## config.mk

```make
export PLATFORM = sky130hd
export DESIGN_NAME = cbus_arbiter
export DESIGN_NICKNAME = d
export VERILOG_FILES = /design/src/rtl/cbus_pkg.sv /design/src/rtl/cbus_arbiter.sv
export SDC_FILE = /design/constraint.sdc
export NUM_CORES = 1
export LEC_CHECK = 0
export BUFFER_PORTS_ARGS = -buffer_cell sky130_fd_sc_hd__buf_2
export CAP_MARGIN = 20
export CORE_AREA = 2 2 132 134
export DETAILED_ROUTE_END_ITERATION = 7
export DIE_AREA = 0 0 134 136
export GPL_TIMING_DRIVEN = 0
export PLACE_DENSITY = 0.48
export SLEW_MARGIN = 15
export SYNTH_ARGS = -nofsm -noshare
export SYNTH_HDL_FRONTEND = slang
export SYNTH_SLANG_ARGS = --single-unit
```

## constraint.sdc

```tcl
create_clock -name clk -period 1.3 [get_ports clk]
set_input_delay 0.26 -clock clk [delete_from_list [all_inputs] [get_ports clk]]
set_output_delay 0.26 -clock clk [all_outputs]
set_load 0.005 [all_outputs]
```

## src/rtl/cbus_pkg.sv

```systemverilog
// Shared cbus request/response bundles.
// Burst length codes used by the caches.
package cbus_pkg;

  localparam logic [3:0] MLEN1  = 4'd0;
  localparam logic [3:0] MLEN4  = 4'd3;
  localparam logic [3:0] MLEN16 = 4'd15;

  typedef struct packed {
    logic        valid;
    logic        is_write;
    logic [2:0]  size;
    logic [31:0] addr;
    logic [3:0]  strobe;
    logic [31:0] data;
    logic [3:0]  len;
    logic [1:0]  burst;
  } cbus_req_t;

  typedef struct packed {
    logic        ready;
    logic        last;
    logic [31:0] data;
  } cbus_resp_t;

endpackage

```

## src/rtl/cbus_arbiter.sv

```systemverilog
// cbus_arbiter: grants one of NUM_MASTERS cache cbus masters the memory cbus
// for a whole burst (index 0 = ICache, 1 = DCache).
// Ports: clk, reset (sync, active-high); mreq/mresp per master;
// oreq/oresp to the memory side; busy = grant held; owner = granted index.
// Define CBUS_ARB_RR_EN for round-robin selection (default: fixed priority).
module cbus_arbiter
  import cbus_pkg::*;
#(
  parameter int NUM_MASTERS = 2,
  parameter int IDX_W       = $clog2(NUM_MASTERS)
) (
  input  logic             clk,
  input  logic             reset,
  input  cbus_req_t        mreq  [NUM_MASTERS],
  output cbus_resp_t       mresp [NUM_MASTERS],
  output cbus_req_t        oreq,
  input  cbus_resp_t       oresp,
  output logic             busy,
  output logic [IDX_W-1:0] owner
);

  typedef enum logic {IDLE, GRANT} state_t;

  state_t           state;
  state_t           state_next;
  logic [IDX_W-1:0] owner_next;
  logic [IDX_W-1:0] win;
  logic             any_valid;
  logic             exit_grant;
  cbus_req_t        own_req;

`ifdef CBUS_ARB_RR_EN
  logic [IDX_W-1:0] rr_ptr;
  int               rr_idx;

  // Walk the ring backwards so the entry nearest rr_ptr is written last.
  always_comb begin
    win       = '0;
    any_valid = 1'b0;
    rr_idx    = 0;
    for (int k = NUM_MASTERS - 1; k >= 0; k--) begin
      rr_idx = int'(rr_ptr) + k;
      if (rr_idx >= NUM_MASTERS) rr_idx = rr_idx - NUM_MASTERS;
      if (mreq[rr_idx].valid) begin
        win       = IDX_W'(rr_idx);
        any_valid = 1'b1;
      end
    end
  end

  always_ff @(posedge clk) begin
    if (reset) begin
      rr_ptr <= '0;
    end else if (exit_grant) begin
      if (int'(owner) == NUM_MASTERS - 1) rr_ptr <= '0;
      else rr_ptr <= owner + 1'b1;
    end
  end
`else
  // Lowest valid index wins.
  always_comb begin
    win       = '0;
    any_valid = 1'b0;
    for (int i = NUM_MASTERS - 1; i >= 0; i--) begin
      if (mreq[i].valid) begin
        win       = IDX_W'(i);
        any_valid = 1'b1;
      end
    end
  end
`endif

  always_comb begin
    own_req = '0;
    for (int i = 0; i < NUM_MASTERS; i++) begin
      if (owner == IDX_W'(i)) own_req = mreq[i];
    end
  end

  // Abort (owner dropped valid) and ready&last both release the grant.
  assign exit_grant = (state == GRANT) &&
                      (!own_req.valid || (oresp.ready && oresp.last));

  always_ff @(posedge clk) begin
    if (reset) begin
      state <= IDLE;
      owner <= '0;
    end else begin
      state <= state_next;
      owner <= owner_next;
    end
  end

  always_comb begin
    state_next = state;
    owner_next = owner;
    oreq       = '0;
    busy       = 1'b0;
    for (int i = 0; i < NUM_MASTERS; i++) mresp[i] = '0;
    unique case (state)
      IDLE: begin
        if (any_valid) begin
          owner_next = win;
          state_next = GRANT;
        end
      end
      GRANT: begin
        busy = 1'b1;
        oreq = own_req;
        for (int i = 0; i < NUM_MASTERS; i++) begin
          if (owner == IDX_W'(i)) mresp[i] = oresp;
        end
        if (exit_grant) state_next = IDLE;
      end
      default: state_next = IDLE;
    endcase
  end

endmodule

```

After elaboration in Yosys (flattened, before gate mapping):

Cells that the tools add are included.

* input port bits: 194
* register bits: 2

* multiplexer cells: 12
* reductions and logical operators: 5
* bitwise operators: 1

Operator list (count)
* 79-bit 2-to-1 mux: 2
* 34-bit 2-to-1 mux: 2
* 68-bit 2-to-1 mux: 1
* 1-bit 2-to-1 mux: 6
* 1-bit logical AND: 2
* 1-bit one-hot mux with 2 select lines: 1
* 2-bit AND reduction: 1
* 1-bit zero test: 1
* 1-bit logical OR: 1
* 1-bit NOT: 1

Depth between registers and ports, before layout:

Gate-level depths: netlist of the first run.

* word-level depth: 6
* mapped depth: 5
* gate-level depth less buffers: 3

Worst setup path after synthesis of the first run:

No wires, ideal clock.

* kind: register to output
* start: register owner
* end: output oreq[33] in the netlist's numbering
* arrival time: 0.999 ns
* slack: 0.041 ns
* required time: 1.040 ns
* stages on the path, launching flop included: 6
* cells stage by stage: dfxtp_1 buf_4 buf_12 buf_12 mux2i_1 nor2_1

RTL lines
* start: declaration: line cbus_arbiter.sv:19 `output logic [IDX_W-1:0] owner`
* start signal: assignment: line cbus_arbiter.sv:90 `owner <= owner_next;`
* end: declaration: line cbus_arbiter.sv:16 `output cbus_req_t oreq,`

==> Implementation_results.wiki, run 1 <==
{| class="wikitable"
! Metric !! Value
|-
| Status || finished, violations left
|-
| Failing checks || setup timing
|-
| Origin of the worst min-delay path || reset
|-
| Vias in the first global route || 3,023
|-
| Maximum number of pins on one net before global-route repair || 11
|-
| HPWL Detailed || approximately 9500 um
|-
| Overflow left after global routing || 0
|-
| Final-layout setup total negative slack || -48.89 ns
|-
| PortBufs || 342
|-
| Nets in the synthesized netlist || ~460
|-
| Die Span X || 134 um
|-
| Chip Height || 136 um
|-
| Clock share of power || between 15 and 20%
|-
| Critical Path Source || owner
|-
| Fraction of layout instances using a drive strength above 1 || 72.7%
|-
| Net switching fraction of the power || 34.9%
|-
| Mean routed wirelength per cell || about 14 um
|-
| Hold Path Class || input port to flip-flop
|-
| Root buffer cell || sky130_fd_sc_hd__clkbuf_16
|-
| Sequential share of power || about 3%
|-
| Final number of max-transition violations || 0
|-
| Count of non-filler cells in the finished layout || 867
|-
| Data required time at the worst endpoint || 1.04 ns
|-
| Share of the yosys chip area belonging to registers || 2.18%
|-
| WP data arrival || 1.44 ns
|-
| Nets || 838
|-
| Achievable Freq || 588 MHz
|-
| Placed cells || 830
|-
| Initial DRT Pass Iterations || 4
|-
| IR drop worst, VDD || 0.289 mV
|-
| CTS Sinks || 2
|-
| Worst setup slack for register-to-register paths || -0.01 ns
|-
| Number of hold violations in the final report || 0
|-
| Internal Power || 1.56 mW
|-
| Leading register cell type out of synthesis || sky130_fd_sc_hd__dfxtp_1
|-
| Final wirelength || around 12,000 um
|-
| Number of instances in the synthesized netlist || 263
|-
| Final number of setup-violating endpoints || approximately 150
|-
| Number of antenna violations at the first check in global routing || 0
|-
| Synth top area share || between 40% and 50%
|-
| Most instantiated cells after synthesis || sky130_fd_sc_hd__mux2i_1, sky130_fd_sc_hd__nor2_1, sky130_fd_sc_hd__and2_1, sky130_fd_sc_hd__and3_1, sky130_fd_sc_hd__buf_2
|-
| Critical path endpoint category || output pin
|-
| Num ports || 343
|-
| Number of rows created at floorplan || 48
|-
| Critical path class || flip-flop to output pin
|-
| Clock Path Buffers || 2
|-
| Largest area contributor in the netlist || sky130_fd_sc_hd__mux2i_1
|-
| Synthesis-to-finish area growth || 171%
|-
| Maximum fanout along the worst path || 7
|-
| Average cell area after synthesis || ~7 sq um
|-
| Element type at the critical path start || flip-flop
|-
| Count of flip-flops with a built-in enable after synthesis || 0
|-
| Logic depth of the worst register-to-register path || 6
|-
| Worst-margin pin slew || 0.221 ns
|-
| Effective utilization at floorplan || 10.9%
|-
| Count of synthesis-stage warnings from yosys || 0
|-
| CTS tree || yes
|-
| Number of unique standard cell types used by synthesis || 17
|-
| Power density over the cells || 481 nW/um^2
|-
| Clock insertion delay at the later pin of the skew report || 0.22 ns
|-
| Count of maximum capacitance violations || 0
|-
| Fin crit period || 1.70 ns
|-
| Post-route clock period utilization || 131%
|-
| Summed instance area of the synthesized netlist || 1840 sq um
|-
| Final RePlAce weighted congestion || 0.801
|-
| Number of fill cells in the layout || 1,813
|-
| FF-to-FF Start || owner
|-
| Worst hold path depth || 2
|-
| Maximum level of the CTS H-tree || 1
|-
| Setup repair after global routing missed its margin || true
|-
| Core region area || ~17,000 sq um
|-
| First-pass GRT wire length || between 15,000 and 20,000 um
|-
| Tightest slew margin relative to the limit || 85.3%
|-
| Worst clock skew || 0.00470 ns
|-
| Net Sw Power || 0.836 mW
|-
| DRC Markers || 0
|-
| Most area-consuming cells after synthesis || sky130_fd_sc_hd__mux2i_1, sky130_fd_sc_hd__nor2_1, sky130_fd_sc_hd__and2_1, sky130_fd_sc_hd__and3_1, sky130_fd_sc_hd__buf_12
|-
| Synthesized flop and latch total || 2
|-
| Overall track demand over capacity in global routing || 11.6%
|-
| Hold buffer count at CTS || 0
|-
| Logic pwr share || 77.6%
|-
| Number of buffers added by the clock tree synthesis step || 3
|-
| Antenna-violating nets left || 0
|-
| Clock edge transition at the registers on the reported setup and hold paths || about 0.030 ns
|-
| Total vias in the final route || 3,319
|-
| Number of DRC violations after detailed-routing iteration 0 || 76
|-
| Total Die Area || roughly 18,000 sq um
|-
| PnR worst setup slack || -0.400 ns
|-
| Leakage power total || 2.76 nW
|-
| Antenna cell count || 0
|-
| Share of async-settable or async-resettable flops after synthesis || 0%
|-
| Vias per cell || 3.83
|}
-- cell type report --
cell class	instances	area, sq um	share of cell area, %
Clock buffer	3	75.1	1.51
Buffer	27	368	7.39
Inverter	1	3.75	0.0754
Multi-Input combinational cell	232	1770	35.6
Sequential cell	2	45.0	0.905
Tap cell	225	282	5.65
Timing Repair Buffer	377	2430	48.9
-- stage by stage --
| step | cell area [sq um] | hold slack [ns] | utilization, % | power, mW | setup slack (ns) |
|---|---|---|---|---|---|
| 3_3_place_gp | 3830 | 0.453 | 22.7 | 1.41 | -0.441 |
| 2_1_floorplan | 1840 | 0.329 | - | 0.706 | 0.0414 |
| 4_1_cts | 4540 | 0.218 | 26.9 | 2.19 | -0.432 |
| 5_1_grt | 4980 | 0.225 | 29.5 | 2.55 | -0.470 |
| 6_report | 4980 | 0.223 | 29.5 | 2.40 | -0.400 |
| 3_5_place_dp | 3830 | 0.452 | 22.7 | 1.41 | -0.502 |
-- critical path, stage by stage, from the launching register on --
cell and delay (ns):
sky130_fd_sc_hd__dfxtp_2 0.34, sky130_fd_sc_hd__buf_12 0.12, sky130_fd_sc_hd__buf_12 0.13, sky130_fd_sc_hd__buf_12 0.13, sky130_fd_sc_hd__clkbuf_16 0.15, sky130_fd_sc_hd__mux2i_1 0.18, sky130_fd_sc_hd__nor2_1 0.05, sky130_fd_sc_hd__buf_2 0.12
-- final timing paths --
kind,endpoint
max,oreq[34]
min,state
max reg2reg,state
min reg2reg,state
-- per-layer routing --
layer | vias up | track usage (%) | share of wire, %
met5 | - | 0 | 0
met4 | 0 | 1.65 | 1.2
met3 | 8 | 2.20 | 6.9
met2 | 192 | 23.6 | 55
met1 | 1469 | 12.5 | 37
li1 | 1650 | - | -
-- power groups by stage --
stage	clock network (mW)	registers, mW	logic (mW)
2_1_floorplan	0	0.0740	0.632
3_3_place_gp	0	0.0788	1.33
3_5_place_dp	0	0.0806	1.33
4_1_cts	0.468	0.0726	1.65
5_1_grt	0.477	0.0732	2.00
6_report	0.463	0.0728	1.86
-- cells in the final DEF, fill, tap and decap left out --
cell type	netlist	layout
sky130_fd_sc_hd__dfxtp_2	0	1
sky130_fd_sc_hd__nor2_1	79	77
sky130_fd_sc_hd__buf_4	4	18
sky130_fd_sc_hd__buf_8	0	11
sky130_fd_sc_hd__and2_4	0	28
sky130_fd_sc_hd__clkbuf_16	0	6
sky130_fd_sc_hd__dfxtp_4	0	1
sky130_fd_sc_hd__a21oi_1	2	1
sky130_fd_sc_hd__buf_16	0	3
sky130_fd_sc_hd__and3_4	0	14
sky130_fd_sc_hd__nor2_4	1	1
sky130_fd_sc_hd__bufbuf_16	0	1
sky130_fd_sc_hd__and2_1	34	6
sky130_fd_sc_hd__buf_6	2	46
sky130_fd_sc_hd__clkbuf_2	6	3
sky130_fd_sc_hd__o21ai_0	1	1
sky130_fd_sc_hd__mux2i_1	79	69
sky130_fd_sc_hd__and3_1	34	20
sky130_fd_sc_hd__a211oi_2	1	1
sky130_fd_sc_hd__mux2i_4	0	3
sky130_fd_sc_hd__mux2i_2	0	7
sky130_fd_sc_hd__nor2_2	0	2
sky130_fd_sc_hd__a21o_1	1	1
sky130_fd_sc_hd__buf_12	5	12
sky130_fd_sc_hd__clkbuf_4	0	1
sky130_fd_sc_hd__buf_2	8	306
sky130_fd_sc_hd__inv_2	1	1
sky130_fd_sc_hd__a21oi_2	0	1
-- flip-flops by register name (all words and copies together) (netlist names) --
signal and count:
state 1, owner 1
-- repair_timing --
item                       in CTS  in global routing
pin swaps                      35                  5
setup endpoints to repair     148                148
setup buffers                  15                  8
cloned                          9                  3
gates resized for setup        72                 92
-- kinds of logic (layout without fill, tap and decap cells) --
logic type | Yosys count | count (layout) | share of synthesized area [%]
multiplexers | 79 | 79 | 43.1
AO/OA/AOI/OAI | 5 | 5 | 1.91
buffers and inverters | 29 | 408 | 12.9
flip-flops | 2 | 2 | 2.18
AND/OR/NAND/NOR | 148 | 148 | 39.9
Note: power is estimated with default switching activity, not from simulation.
==> inputs of run 2 (changes only) <==
TNS_END_PERCENT = 30   (was not set)
==> run 2 against run 1 <==
The run still ends with setup timing left. Sequential share of layout area rose by 0.072 points. Die area did not move. Worst hold slack got worse by 0.0022 ns. Critical endpoint is now oreq[53]. Largest power group unchanged. Highest routed layer unchanged.
==> Implementation_results.wiki, run 2 (synthesis results as in run 1) <==
{| class="wikitable"
! Metric !! Value
|-
| Status || finished, violations left
|-
| Failing checks || setup timing
|-
| Fin crit period || 1.72 ns
|-
| Clock share of power || 20.7%
|-
| Number of rows created at floorplan || between 40 and 50
|-
| Number of fill cells in the layout || around 1,800
|-
| Chip Height || ~140 um
|-
| WP data arrival || ~1.5 ns
|-
| Logic pwr share || 76.1%
|-
| Maximum number of pins on one net before global-route repair || 11
|-
| Most frequent cells in the layout || sky130_fd_sc_hd__buf_2, sky130_fd_sc_hd__nor2_1, sky130_fd_sc_hd__mux2i_1
|-
| Most common cell after layout, fill and taps aside || sky130_fd_sc_hd__buf_2
|-
| Effective utilization at floorplan || 10.9%
|-
| Post-route clock period utilization || 133%
|-
| Core occupancy in the finished layout || 27.3%
|-
| Number of buffers added by the clock tree synthesis step || 3
|-
| Final number of max-transition violations || 0
|-
| Core region area || 16,900 sq um
|-
| Final wirelength || 11,900 um
|-
| Number of hold violations in the final report || 0
|-
| Design area || 4610 sq um
|-
| Number of DRC violations after detailed-routing iteration 0 || 65
|-
| Critical Path Source || owner
|-
| Element type at the critical path start || flip-flop
|-
| Root buffer cell || sky130_fd_sc_hd__clkbuf_16
|-
| Power density over the cells || 483 nW/um^2
|-
| CTS tree || yes
|-
| Setup repair after global routing missed its margin || true
|-
| Fraction of layout instances using a drive strength above 1 || between 60% and 70%
|-
| Synthesis-to-finish area growth || 151%
|-
| Maximum level of the CTS H-tree || 1
|-
| Net Sw Power || just under 0.8 mW
|-
| Critical path class || flip-flop to output pin
|-
| Number of antenna violations at the first check in global routing || 0
|-
| First-pass GRT wire length || 16,100 um
|-
| DRC Markers || 0
|-
| Vias in the first global route || 2,985
|-
| Vias per cell || roughly 3.8
|-
| Final-layout setup total negative slack || -47.77 ns
|-
| Initial DRT Pass Iterations || 4
|-
| Worst clock skew || 0.00353 ns
|-
| PnR worst setup slack || -0.424 ns
|-
| CTS Sinks || 2
|-
| Antenna cell count || 0
|-
| FF-to-FF Start || owner
|-
| Total vias in the final route || 3,241
|-
| Internal Power || 1.44 mW
|-
| Die Span X || roughly 130 um
|-
| Critical path endpoint category || output pin
|-
| Num ports || between 300 and 400
|-
| Registers with the most flip-flops || owner: 1 flops, state: 1 flops
|-
| Hold Path Class || input port to flip-flop
|-
| Final number of setup-violating endpoints || approximately 150
|-
| Overall track demand over capacity in global routing || a little under an eighth
|-
| Nets || 833
|-
| Count of maximum capacitance violations || 0
|-
| Final RePlAce weighted congestion || around 0.8
|-
| Mean routed wirelength per cell || between 10 and 15 um
|-
| Overflow left after global routing || 0
|-
| Tightest slew margin relative to the limit || 80.3%
|-
| HPWL Detailed || 9470 um
|-
| Data required time at the worst endpoint || 1.04 ns
|-
| Maximum fanout along the worst path || 7
|-
| Sequential share of power || ~3.3%
|-
| Worst-margin pin slew || just under 0.3 ns
|-
| Achievable Freq || 580 MHz
|-
| Antenna-violating nets left || 0
|-
| Origin of the worst min-delay path || reset
|-
| Clock Path Buffers || 2
|-
| PortBufs || between 300 and 400
|-
| Clock edge transition at the registers on the reported setup and hold paths || 0.03 ns
|-
| Net switching fraction of the power || 35.4%
|-
| Total Die Area || 18,200 sq um
|-
| Area post-placement || 3830 sq um
|-
| Leakage power total || 2.68 nW
|-
| Clock insertion delay at the later pin of the skew report || roughly 0.22 ns
|-
| IR drop worst, VDD || ~0.29 mV
|}
run 2: changes by cell type in the layout (fill, tap and decap cells not counted), moves of 2 or more:
cell                      delta
sky130_fd_sc_hd__and2_1     +22
sky130_fd_sc_hd__and2_4     -22
sky130_fd_sc_hd__and3_1     +10
sky130_fd_sc_hd__and3_4     -10
sky130_fd_sc_hd__buf_2      +34
sky130_fd_sc_hd__buf_4       -3
sky130_fd_sc_hd__buf_6      -35
sky130_fd_sc_hd__buf_8       -2
sky130_fd_sc_hd__mux2i_1     +2
sky130_fd_sc_hd__mux2i_2     -2
run 2: final timing paths:
path               to  slack, ns  cells after the start
max          oreq[53]      -0.42                      7
min             owner       0.22                      2
max reg2reg     state       0.08                      5
min reg2reg     state       0.75                      4
run 2: layout make-up:
cell class              count  area [sq um]  area share (%)
flip-flops and latches      2          45.0           0.977
inverters                   1          3.75          0.0814
repair buffers            371          2200            47.7
clock buffers               3          75.1            1.63
well taps                 225           282            6.11
plain buffers              28           352            7.63
multi-input cells         232          1660            35.9
run 2: worst max-delay path: stages, from the launching register on:
cell and delay (ns):
sky130_fd_sc_hd__dfxtp_2 0.34, sky130_fd_sc_hd__buf_12 0.12, sky130_fd_sc_hd__buf_12 0.13, sky130_fd_sc_hd__buf_4 0.12, sky130_fd_sc_hd__buf_12 0.11, sky130_fd_sc_hd__mux2i_4 0.23
sky130_fd_sc_hd__nor2_1 0.05, sky130_fd_sc_hd__buf_2 0.13
run 2: metrics by stage:
stage | hold slack, ns | setup slack (ns) | total power [mW] | std cells
6_report | 0.221 | -0.424 | 2.23 | 862
5_1_grt | 0.232 | -0.471 | 2.38 | 862
4_1_cts | 0.218 | -0.432 | 2.15 | 854
3_5_place_dp | 0.452 | -0.502 | 1.41 | 830
3_3_place_gp | 0.453 | -0.441 | 1.41 | 830
2_1_floorplan | 0.329 | 0.0414 | 0.706 | 263
run 2: per-layer routing:
metal	up-vias	track usage (%)	wire, um	part of all wire, %
li1	1642	-	-	-
met1	1415	12.2	4460	37
met2	182	23.2	6590	55
met3	2	2.24	871	7.3
met4	0	1.30	35	0.29
met5	-	0	0	0
run 2: repair_timing:
item / CTS / global route
pin swaps: 30 / 4
cloned: 7 / 4
buffers inserted: 14 / 4
gates resized for setup: 52 / 27
endpoints found under the setup margin: 148 / 147
hold buffers: 0 / 0
run 2: power by group through the flow:
stage	Combinational, mW	Clock, mW	Sequential (mW)
floorplan	0.632	0	0.0740
global placement	1.33	0	0.0788
CTS	1.61	0.468	0.0726
global route	1.83	0.477	0.0730
detailed placement	1.33	0	0.0806
finish	1.69	0.460	0.0727
==> inputs of run 3 (changes only) <==
BUFFER_PORTS_ARGS = -buffer_cell sky130_fd_sc_hd__buf_4   (was -buffer_cell sky130_fd_sc_hd__buf_2)
TNS_END_PERCENT = 1   (was 30)
==> run 3 against run 2 <==
Via count unchanged. Core utilization up 2.7 points. Clock power about the same. Sequential power up 12%. The flow still finishes with violations (setup timing). Clock skew down 0.0028 ns. Die area unchanged. Combinational power up 6%. Worst hold slack worse by 0.0054 ns. Worst setup slack better by 0.039 ns. Largest cell class unchanged. Sequential cell count unchanged. Sequential share of layout area down 0.088 points. Largest power group unchanged.
==> Implementation_results.wiki, run 3 (synthesis results as in run 1) <==
{| class="wikitable"
! Metric !! Value
|-
| Synthesis-to-finish area growth || 176%
|-
| Worst hold path depth || 2
|-
| Placed cells || 830
|-
| Power density over the cells || about 460 nW/um^2
|-
| Tightest slew margin relative to the limit || 78.8%
|-
| Die Span X || 134 um
|-
| Overflow left after global routing || 0
|-
| Number of buffers added by the clock tree synthesis step || 3
|-
| Hold buffer count at CTS || 0
|-
| PortBufs || around 340
|-
| Number of DRC violations after detailed-routing iteration 0 || 53
|-
| Maximum level of the CTS H-tree || 1
|-
| Fin crit period || between 1.5 and 2 ns
|-
| Number of antenna violations at the first check in global routing || 0
|-
| Most common cell after layout, fill and taps aside || sky130_fd_sc_hd__buf_4
|-
| Registers with the most flip-flops || owner: 1 flops, state: 1 flops
|-
| Element type at the critical path start || flip-flop
|-
| Critical path class || flip-flop to output pin
|-
| Number of fill cells in the layout || ~1,800
|-
| Final-layout setup total negative slack || -45.17 ns
|-
| CTS tree || yes
|-
| Effective utilization at floorplan || between 10% and 20%
|-
| Design area || 5060 sq um
|-
| Initial DRT Pass Iterations || 4
|-
| Core occupancy in the finished layout || 30.0%
|-
| Final wirelength || 12,300 um
|-
| Final number of setup-violating endpoints || 147
|-
| Min Hold Slack || 0.215 ns
|-
| WP data arrival || 1.43 ns
|-
| IR drop worst, VDD || 0.331 mV
|-
| Total vias in the final route || approximately 3,200
|-
| Critical path endpoint category || output pin
|-
| Status || finished, violations left
|-
| Maximum fanout along the worst path || 10
|-
| Failing checks || setup timing
|-
| Critical Path Source || owner
|-
| Final RePlAce weighted congestion || 0.840
|-
| Origin of the worst min-delay path || reset
|-
| Area post-placement || 4690 sq um
|-
| Setup repair after global routing missed its margin || true
|-
| Count of maximum capacitance violations || 0
|-
| Hold Path Class || input port to flip-flop
|-
| Achievable Freq || around 600 MHz
|-
| Final number of max-transition violations || 0
|-
| Vias per cell || 3.86
|-
| Number of hold violations in the final report || 0
|-
| Clock insertion delay at the later pin of the skew report || about 0.22 ns
|-
| Chip Height || approximately 140 um
|-
| Total Die Area || roughly 18,000 sq um
|-
| Data required time at the worst endpoint || approximately 1.0 ns
|-
| Logic depth of the worst register-to-register path || 5
|-
| FF-to-FF Start || owner
|-
| Clock Path Buffers || 2
|-
| Worst clock skew || 0.000687 ns
|-
| Vias in the first global route || about 3,200
|-
| Worst-margin pin slew || between 0.3 and 0.4 ns
|-
| Antenna cell count || 0
|-
| Number of rows created at floorplan || 48
|-
| Seq. cell area || approximately 45 sq um
|-
| Fraction of layout instances using a drive strength above 1 || 64.2%
|-
| Root buffer cell || sky130_fd_sc_hd__clkbuf_16
|-
| DRC Markers || 0
|-
| Post-route clock period utilization || 130%
|-
| Combined area of the multi-input logic cells || 1620 sq um
|-
| Maximum number of pins on one net before global-route repair || 11
|-
| Most frequent cells in the layout || sky130_fd_sc_hd__buf_4, sky130_fd_sc_hd__nor2_1, sky130_fd_sc_hd__mux2i_1
|-
| PnR worst setup slack || -0.385 ns
|-
| Nets || 810
|-
| Leakage power total || 2.68 nW
|-
| Core region area || between 15,000 and 20,000 sq um
|-
| HPWL Detailed || 10,500 um
|-
| Count of non-filler cells in the finished layout || between 800 and 900
|-
| CTS Sinks || 2
|-
| Mean routed wirelength per cell || 14.7 um
|-
| Clock edge transition at the registers on the reported setup and hold paths || 0.03 ns
|-
| Dpl ws || -0.456 ns
|-
| Antenna-violating nets left || 0
|-
| First-pass GRT wire length || between 15,000 and 20,000 um
|-
| Overall track demand over capacity in global routing || 11.9%
|-
| Num ports || between 300 and 400
|-
| Overall power of the completed layout || 2.34 mW
|}
run 3: cell count changes in the layout (fill, tap and decap cells not counted), moves of 4 or more:
| cell | before | now |
|---|---|---|
| sky130_fd_sc_hd__buf_8 | 9 | 3 |
| sky130_fd_sc_hd__buf_2 | 340 | 8 |
| sky130_fd_sc_hd__buf_4 | 15 | 338 |
| sky130_fd_sc_hd__clkbuf_16 | 7 | 3 |
run 3: power by group:
| group | internal [mW] | switching [mW] | leakage (nW) |
|---|---|---|---|
| clock network | 0.391 | 0.0702 | 0.0370 |
| registers | 0.0679 | 0.0135 | 0.0175 |
| logic | 1.12 | 0.677 | 2.63 |
| total | 1.58 | 0.760 | 2.68 |
run 3: final cells by class:
| class | instances | share of cell area, % |
|---|---|---|
| timing repair buffer | 348 | 53.3 |
| multi-input combinational | 232 | 32.0 |
| buffer | 28 | 6.69 |
| tap | 225 | 5.56 |
| clock buffer | 3 | 1.48 |
| sequential | 2 | 0.889 |
| inverter | 1 | 0.124 |
run 3: path summary, 6_finish.rpt:
| check | end | slack [ns] |
|---|---|---|
| worst max-delay path | oreq[70] | -0.39 |
| worst min-delay path | owner | 0.22 |
| worst max register to register | state | 0.10 |
| worst min register to register | state | 0.85 |
run 3: layer usage:
layer  up-vias  part of all wire, %  routed length (um)  track usage [%]
met2       189                   56                6850             24.4
met3        10                  8.4                1030             2.76
met4         0                  1.1                 137             2.07
li1       1597                    -                   -                -
met5         -                    0                   0                0
met1      1445                   35                4280             12.3
run 3: repair_timing:
| action | CTS | global route |
|---|---|---|
| resized for setup | 35 | 18 |
| gates cloned | 3 | 0 |
| setup buffers | 4 | 1 |
| endpoints found under the setup margin | 148 | 147 |
| pin swaps | 3 | 7 |
run 3: worst max-delay path, stage by stage, from the launching register on:
cell	delay, ns
sky130_fd_sc_hd__dfxtp_2	0.33
sky130_fd_sc_hd__buf_8	0.14
sky130_fd_sc_hd__buf_12	0.16
sky130_fd_sc_hd__buf_12	0.15
sky130_fd_sc_hd__mux2i_2	0.23
sky130_fd_sc_hd__nor2_1	0.06
sky130_fd_sc_hd__buf_4	0.13
